[src/rtl/fifo_uart_pkg.sv]
// Shared state encoding and line constants for the FIFO-fed UART transmitter.
package fifo_uart_pkg;

  typedef enum logic [2:0] {
    ST_IDLE   = 3'd0,
    ST_POP    = 3'd1,
    ST_LOAD   = 3'd2,
    ST_START  = 3'd3,
    ST_DATA   = 3'd4,
    ST_PARITY = 3'd5,
    ST_STOP   = 3'd6
  } uart_tx_state_e;

  localparam logic        UART_IDLE_LVL        = 1'b1;
  localparam int unsigned DEFAULT_CLKS_PER_BIT = 16;

endpackage

[src/rtl/baud_tick_gen.sv]
// Free-running bit-period counter with synchronous clear; tick marks the last
// cycle of a period, tick_next predicts tick for the following cycle.
module baud_tick_gen #(
  parameter int unsigned CLKS_PER_BIT = 16
) (
  input  logic clk,
  input  logic rst,
  input  logic clear,
  output logic tick,
  output logic tick_next
);

  localparam int unsigned         CNT_W    = (CLKS_PER_BIT > 2) ? $clog2(CLKS_PER_BIT) : 1;
  localparam logic [CNT_W-1:0]    LAST_CNT = CNT_W'(CLKS_PER_BIT - 1);

  logic [CNT_W-1:0] count_q, count_d;

  always_comb begin
    count_d = count_q + CNT_W'(1);
    if (clear || tick) count_d = '0;
  end

  assign tick      = (count_q == LAST_CNT);
  assign tick_next = (count_d == LAST_CNT);

  always_ff @(posedge clk) begin
    if (rst) count_q <= '0;
    else     count_q <= count_d;
  end

endmodule

[src/rtl/fifo_uart_tx.sv]
// Pops bytes from a sync FIFO and serialises them as UART 8N1, LSB first.
// Define FIFO_UART_TX_PARITY_EN to insert an even parity bit before the stop bit.
module fifo_uart_tx
  import fifo_uart_pkg::*;
#(
  parameter int unsigned DATA_W       = 8,
  parameter int unsigned CLKS_PER_BIT = DEFAULT_CLKS_PER_BIT
) (
  input  logic              clk,
  input  logic              rst,
  input  logic              tx_enable,
  input  logic              fifo_empty,
  input  logic [DATA_W-1:0] fifo_rd_data,
  output logic              fifo_rd_enb,
  output logic              tx,
  output logic              tx_busy,
  output logic              frame_done
);

  localparam int unsigned      IDX_W    = (DATA_W > 1) ? $clog2(DATA_W) : 1;
  localparam logic [IDX_W-1:0] LAST_IDX = IDX_W'(DATA_W - 1);

  uart_tx_state_e    state_q, state_d;
  logic [DATA_W-1:0] shift_q, shift_d;
  logic [IDX_W-1:0]  bit_idx_q, bit_idx_d;
  logic              tx_q, tx_d;
  logic              rd_enb_q, rd_enb_d;
  logic              busy_q, busy_d;
  logic              done_q, done_d;
  logic              tick, tick_next, clear_cnt;
`ifdef FIFO_UART_TX_PARITY_EN
  logic              parity_q, parity_d;
`endif

  baud_tick_gen #(
    .CLKS_PER_BIT(CLKS_PER_BIT)
  ) u_baud (
    .clk       (clk),
    .rst       (rst),
    .clear     (clear_cnt),
    .tick      (tick),
    .tick_next (tick_next)
  );

  always_comb begin
    state_d   = state_q;
    shift_d   = shift_q;
    bit_idx_d = bit_idx_q;
`ifdef FIFO_UART_TX_PARITY_EN
    parity_d  = parity_q;
`endif
    unique case (state_q)
      ST_IDLE:  if (tx_enable && !fifo_empty) state_d = ST_POP;
      ST_POP:   state_d = ST_LOAD;
      ST_LOAD: begin
        shift_d   = fifo_rd_data;
        bit_idx_d = '0;
`ifdef FIFO_UART_TX_PARITY_EN
        parity_d  = ^fifo_rd_data;
`endif
        state_d   = ST_START;
      end
      ST_START: if (tick) state_d = ST_DATA;
      ST_DATA: begin
        if (tick) begin
          shift_d   = shift_q >> 1;
          bit_idx_d = bit_idx_q + IDX_W'(1);
          if (bit_idx_q == LAST_IDX) begin
`ifdef FIFO_UART_TX_PARITY_EN
            state_d = ST_PARITY;
`else
            state_d = ST_STOP;
`endif
          end
        end
      end
`ifdef FIFO_UART_TX_PARITY_EN
      ST_PARITY: if (tick) state_d = ST_STOP;
`endif
      ST_STOP:  if (tick) state_d = ST_IDLE;
      default:  state_d = ST_IDLE;
    endcase
  end

  // Outputs are decoded from the next state so they register in step with it.
  always_comb begin
    clear_cnt = (state_d != state_q);
    rd_enb_d  = (state_d == ST_POP);
    busy_d    = (state_d != ST_IDLE);
    done_d    = (state_d == ST_STOP) && tick_next;
    tx_d      = UART_IDLE_LVL;
    unique case (state_d)
      ST_START:  tx_d = ~UART_IDLE_LVL;
      ST_DATA:   tx_d = shift_d[0];
`ifdef FIFO_UART_TX_PARITY_EN
      ST_PARITY: tx_d = parity_d;
`endif
      default:   tx_d = UART_IDLE_LVL;
    endcase
  end

  always_ff @(posedge clk) begin
    if (rst) begin
      state_q   <= ST_IDLE;
      shift_q   <= '0;
      bit_idx_q <= '0;
      tx_q      <= UART_IDLE_LVL;
      rd_enb_q  <= 1'b0;
      busy_q    <= 1'b0;
      done_q    <= 1'b0;
`ifdef FIFO_UART_TX_PARITY_EN
      parity_q  <= 1'b0;
`endif
    end else begin
      state_q   <= state_d;
      shift_q   <= shift_d;
      bit_idx_q <= bit_idx_d;
      tx_q      <= tx_d;
      rd_enb_q  <= rd_enb_d;
      busy_q    <= busy_d;
      done_q    <= done_d;
`ifdef FIFO_UART_TX_PARITY_EN
      parity_q  <= parity_d;
`endif
    end
  end

  assign fifo_rd_enb = rd_enb_q;
  assign tx          = tx_q;
  assign tx_busy     = busy_q;
  assign frame_done  = done_q;

endmodule

[config.mk]
export PLATFORM = sky130hd
export DESIGN_NAME = fifo_uart_tx
export DESIGN_NICKNAME = d
export VERILOG_FILES = /design/src/rtl/fifo_uart_pkg.sv /design/src/rtl/baud_tick_gen.sv /design/src/rtl/fifo_uart_tx.sv
export SDC_FILE = /design/constraint.sdc
export NUM_CORES = 1
export LEC_CHECK = 0
export ABC_AREA = 1
export CORE_MARGIN = 5
export CORE_UTILIZATION = 51
export CTS_CLUSTER_DIAMETER = 40
export DETAILED_ROUTE_END_ITERATION = 16
export GPL_TIMING_DRIVEN = 0
export PLACE_DENSITY_LB_ADDON = 0.3
export SLEW_MARGIN = 20
export SYNTH_ARGS = -nofsm -noshare
export SYNTH_HDL_FRONTEND = slang
export SYNTH_SLANG_ARGS = --single-unit
[constraint.sdc]
create_clock -name clk -period 2 [get_ports clk]
set_clock_uncertainty 0.2 [all_clocks]
set_input_delay 0.3 -clock clk [delete_from_list [all_inputs] [get_ports clk]]
set_output_delay 0.3 -clock clk [all_outputs]
set_load 0.05 [all_outputs]
**After elaboration in Yosys (flattened, before gate mapping)**

Cells that the tools add are included.
Widths: inputs -> output; s select.

- Register bits: 22
- Input bits: 12
- Output and inout port bits: 4

- $add $sub $neg: 2
- Reductions and logical operators: 8
- Muxes and demuxes: 12
- Eq/ne operators: 14

Operator list:

| cell | count |
|---|---|
| $mux 3 | 6 |
| $pmux 3 s6 | 1 |
| $pmux 8 s2 | 1 |
| $eq 3x3->1 const B | 5 |
| $eq 3x2->1 const B | 3 |
| $eq 4x4->1 const B | 2 |
| $mux 8 | 1 |
| $eq 3x1->1 const B | 2 |
| $pmux 3 s2 | 1 |
| $add 4x1->4 const B | 1 |
| $mux 4 | 1 |
| $add 3x1->3 const B | 1 |
| $logic_not 3->1 | 1 |
| $ne 3x3->1 | 1 |
| $reduce_bool 3->1 | 1 |
| $logic_and 1x1->1 | 2 |
| $ne 2x1->1 const B | 1 |
| $pmux 1 s2 | 1 |
| $reduce_and 2->1 | 1 |
| $reduce_bool 2->1 | 1 |
| $logic_not 1->1 | 1 |
| $logic_or 1x1->1 | 1 |

**Logic depth before layout (Yosys ltp)**

- Word-level depth: 9
- Gate-level depth with buffers: 10
- Gate-level depth less buffers: 10

**Hierarchy**

From an unflattened synthesis, not the netlist that was laid out.

- Cell total of the unflattened synthesis: 145
- Area, all modules: 1,052.3 um^2

By module, submodules not included:

| module | instances | area each (um^2) | cells each |
|---|---|---|---|
| fifo_uart_tx | 1 | 870.8 | 120 |
| baud_tick_gen | 1 | 181.4 | 25 |

**Worst setup path before layout**

No wires, ideal clock.

- Kind: reg-to-reg
- From: register u_baud.count_q[0]
- To: register bit_idx_q[1]
- Buffers on the path: 1
- Arrival time: 1.279 ns
- Required time: 1.684 ns
- Path slack: 0.405 ns
- Setup time: 0.116 ns
- Period minus slack after synthesis: 1.595 ns
- Stages on the path, launching flop included: 10
- Cells stage by stage: dfxtp_1 ha_1 nand3_2 inv_2 nand2_4 inv_4 nor2_8 buf_8 a21oi_1 nor2_1

- Word-level cells in the longest chain between the ends: 3

Ends and longest elaborated chain:

| element | RTL line | RTL |
|---|---|---|
| from (decl) | baud_tick_gen.sv:16 | `logic [CNT_W-1:0] count_q, count_d;` |
| from (signal assigned) | baud_tick_gen.sv:28 | `else count_q <= count_d;` |
| $eq 4x4->1 | baud_tick_gen.sv:23 | `assign tick = (count_q == LAST_CNT);` |
| $ne 2x1->1 (no source line) | - |  |
| $reduce_and 2->1 (no source line) | - |  |
| to (signal assigned) | fifo_uart_tx.sv:117 | `bit_idx_q <= bit_idx_d;` |
| to (decl) | fifo_uart_tx.sv:25 | `logic [IDX_W-1:0] bit_idx_q, bit_idx_d;` |

No other way between the ends.
A chain may end at the register's enable or synchronous reset.

**Worst setup path in the final report**

- From: register rd_enb_q, in the netlist fifo_rd_enb
- To: output port fifo_rd_enb

RTL lines:

| element | RTL line | RTL |
|---|---|---|
| from (decl) | fifo_uart_tx.sv:27 | `logic rd_enb_q, rd_enb_d;` |
| from (signal assigned) | fifo_uart_tx.sv:119 | `rd_enb_q <= rd_enb_d;` |
| to (decl) | fifo_uart_tx.sv:14 | `output logic fifo_rd_enb,` |

No word-level cell between the ends.

==> flow_summary.json <==
{
  "drt-initial-drc-count": 16,
  "cpPeakStageDelay_ps": 790,
  "hpwl_um": 1580,
  "clkLatencyLatePin_ps": 300,
  "yosys_warnings": 0,
  "via_per_inst": 5.06,
  "cts_tree": "yes",
  "cp_slowest_cell": "clkdlybuf4s50_1",
  "ys_seq_elements": 22,
  "antennaDiodeCount": 0,
  "grt-ovfl-total": 0,
  "hold_end": "u_baud.count_q[0]",
  "crit_chain": "clkdlybuf4s50_1",
  "drc_errors": 0,
  "vias": 916,
  "cts_root_buffer": "clkbuf_4",
  "cts.sinks": 22,
  "utilization_pct": 64.8,
  "hold_violations": 0,
  "avgSynthCellArea_um2": 7.93,
  "reg2reg_from": "u_baud.count_q[0]",
  "io_buffers": 15,
  "finalNetCount": 171,
  "synthToLayoutAreaGrowth_pct": 19.1,
  "cts_resized": 0,
  "final_common_cell": "nand2_1",
  "tightest_slew_ps": 624,
  "cts-htree-levels": 1,
  "fmax_mhz": 522,
  "rows": 16,
  "required_ps": 1500,
  "rsz0062_at_grt": "false",
  "layout-drive-gt1-share_pct": 20.8,
  "start_util_pct": 54.4,
  "seq_area_um2": 440,
  "post_cts_buffers": 0,
  "grt_usage_pct": 14.0,
  "die_h_um": 56.0,
  "status": "complete, no violations",
  "ios": 16,
  "critPathMaxFanout": 1,
  "hold_buffers": 0,
  "multi_input_area_um2": 547,
  "stdcell_area_mm2": 0.00128,
  "p_leak_nw": 0.580,
  "core-area_mm2": 0.00198,
  "grt_start_max_net_pins": 12,
  "cp_num_buf_inv": 1,
  "fin_crit_sh_pct": 95.9,
  "syn_nets": 151,
  "rrSetupSlack_ps": 240,
  "finalWirelength_um": 2000,
  "worstHoldStart": "u_baud.count_q[0]",
  "maxCapViolCount": 0,
  "synthCells": 136,
  "peakVddDrop_uv": 451,
  "p_per_area_mw_per_mm2": 718,
  "fin_cells": 181,
  "wl_per_cell_um": 11.0,
  "grt_pass1_vias": 907,
  "end_kind": "output pin",
  "finalPower_mw": 0.923,
  "seq_area_frac_synth_pct": 40.8,
  "place_inst": 178,
  "routabilityCongestion": 0.828,
  "postRouteAntennaNets": 0,
  "worstPathArrival_ps": 1420,
  "critical_path.startpoint_type": "flop",
  "clkTransAtPathRegs_ps": 110,
  "synth_area_mm2": 0.00108,
  "drv_slew": 0,
  "dr.pass1.iters": 4,
  "fin_tns_setup_ps": 0,
  "crit_type": "flop to output pin",
  "setup_violations": 0,
  "die_w_um": 56.0,
  "min_path_cells": 1,
  "final_cell_mix": "26 x nand2_1, 22 x dfxtp_1, 17 x nor2_1, 15 x clkdlybuf4s50_1, 14 x inv_1",
  "placed_area_mm2": 0.00126,
  "fillers": 173,
  "grt_pass1_wl_um": 3540,
  "hold_class": "flop to flop",
  "die_area_mm2": 0.00313,
  "ys_types": 24,
  "period_needed_ps": 1920,
  "crit_family": "buffers and inverters",
  "reg2regPathDepth": 10,
  "grt_antenna_before_repair": 0,
  "clockBufferDepth": 2,
  "numCtsBuffers": 3,
  "slew_headroom_pct": 58.4,
  "reg2reg_to": "tx"
}
-- worst max-delay path by stage --
stage	from	to	slack, ps	depth (start not counted)
3_3_place_gp	rst	fifo_rd_enb	200	3
2_1_floorplan	u_baud.count_q[0]	bit_idx_q[1]	410	9
3_5_place_dp	rst	fifo_rd_enb	160	3
5_1_grt	tx	tx	20	1
4_1_cts	fifo_rd_enb	fifo_rd_enb	70	1
6_report	fifo_rd_enb	fifo_rd_enb	80	1
-- flip-flops by register name, summed over array words and instances (netlist names) --
name            count
tx                  1
shift_q             8
bit_idx_q           3
u_baud.count_q      4
frame_done          1
fifo_rd_enb         1
tx_busy             1
state_q             3
-- cell families (layout without fill, tap and decap cells) --
kind of cell	count (synthesis)	in the layout	share of synthesized area, %
buffers and inverters	20	38	8.47
adder cells (fa/ha/maj)	3	3	3.48
AO/OA/AOI/OAI	20	20	14.2
XOR/XNOR	2	2	1.62
flip-flops	22	22	40.8
AND/OR/NAND/NOR	69	69	31.4
-- stage by stage --
| stage | worst slack, ps | hold slack, ps |
|---|---|---|
| global placement | 197 | 248 |
| CTS | 66.1 | 283 |
| finish | 82.9 | 276 |
| floorplan | 405 | 166 |
| global route | 19.0 | 302 |
| detailed placement | 163 | 257 |
-- layer usage --
layer,global-route usage (%),wire [µm],up-vias
met5,0,0,-
met4,6.78,45,0
met3,3.25,76,7
met2,25.7,997,19
met1,14.6,877,417
li1,-,-,473
-- synthesized netlist by cell type (all sizes together) --
library cell	number	area, µm²
a22oi	5	37.5
nand2	36	165
xor2	2	17.5
buf	2	18.8
nor2	20	96.3
ha	3	37.5
dfxtp	22	440
nor3	3	15.0
nand3	8	50.1
a31oi	1	12.5
o211ai	1	7.51
a21oi	11	85.1
o21ai	2	10.0
nand4	2	12.5
inv	18	72.6
-- cell type report --
cell class                 instances  share of cell area, %
multi-input combinational         94                   42.6
sequential                        22                   34.3
timing repair buffer              15                   11.7
inverter                          18                   5.65
tap                               27                   2.63
clock buffer                       3                   1.75
buffer                             2                   1.46
-- power breakdown --
group / leakage [nW] / switching (mW) / internal (mW)
clock network: 0.0138 / 0.123 / 0.0703
registers: 0.179 / 0.0263 / 0.476
logic: 0.387 / 0.133 / 0.0943
Note: power is estimated with default switching activity, not from simulation.
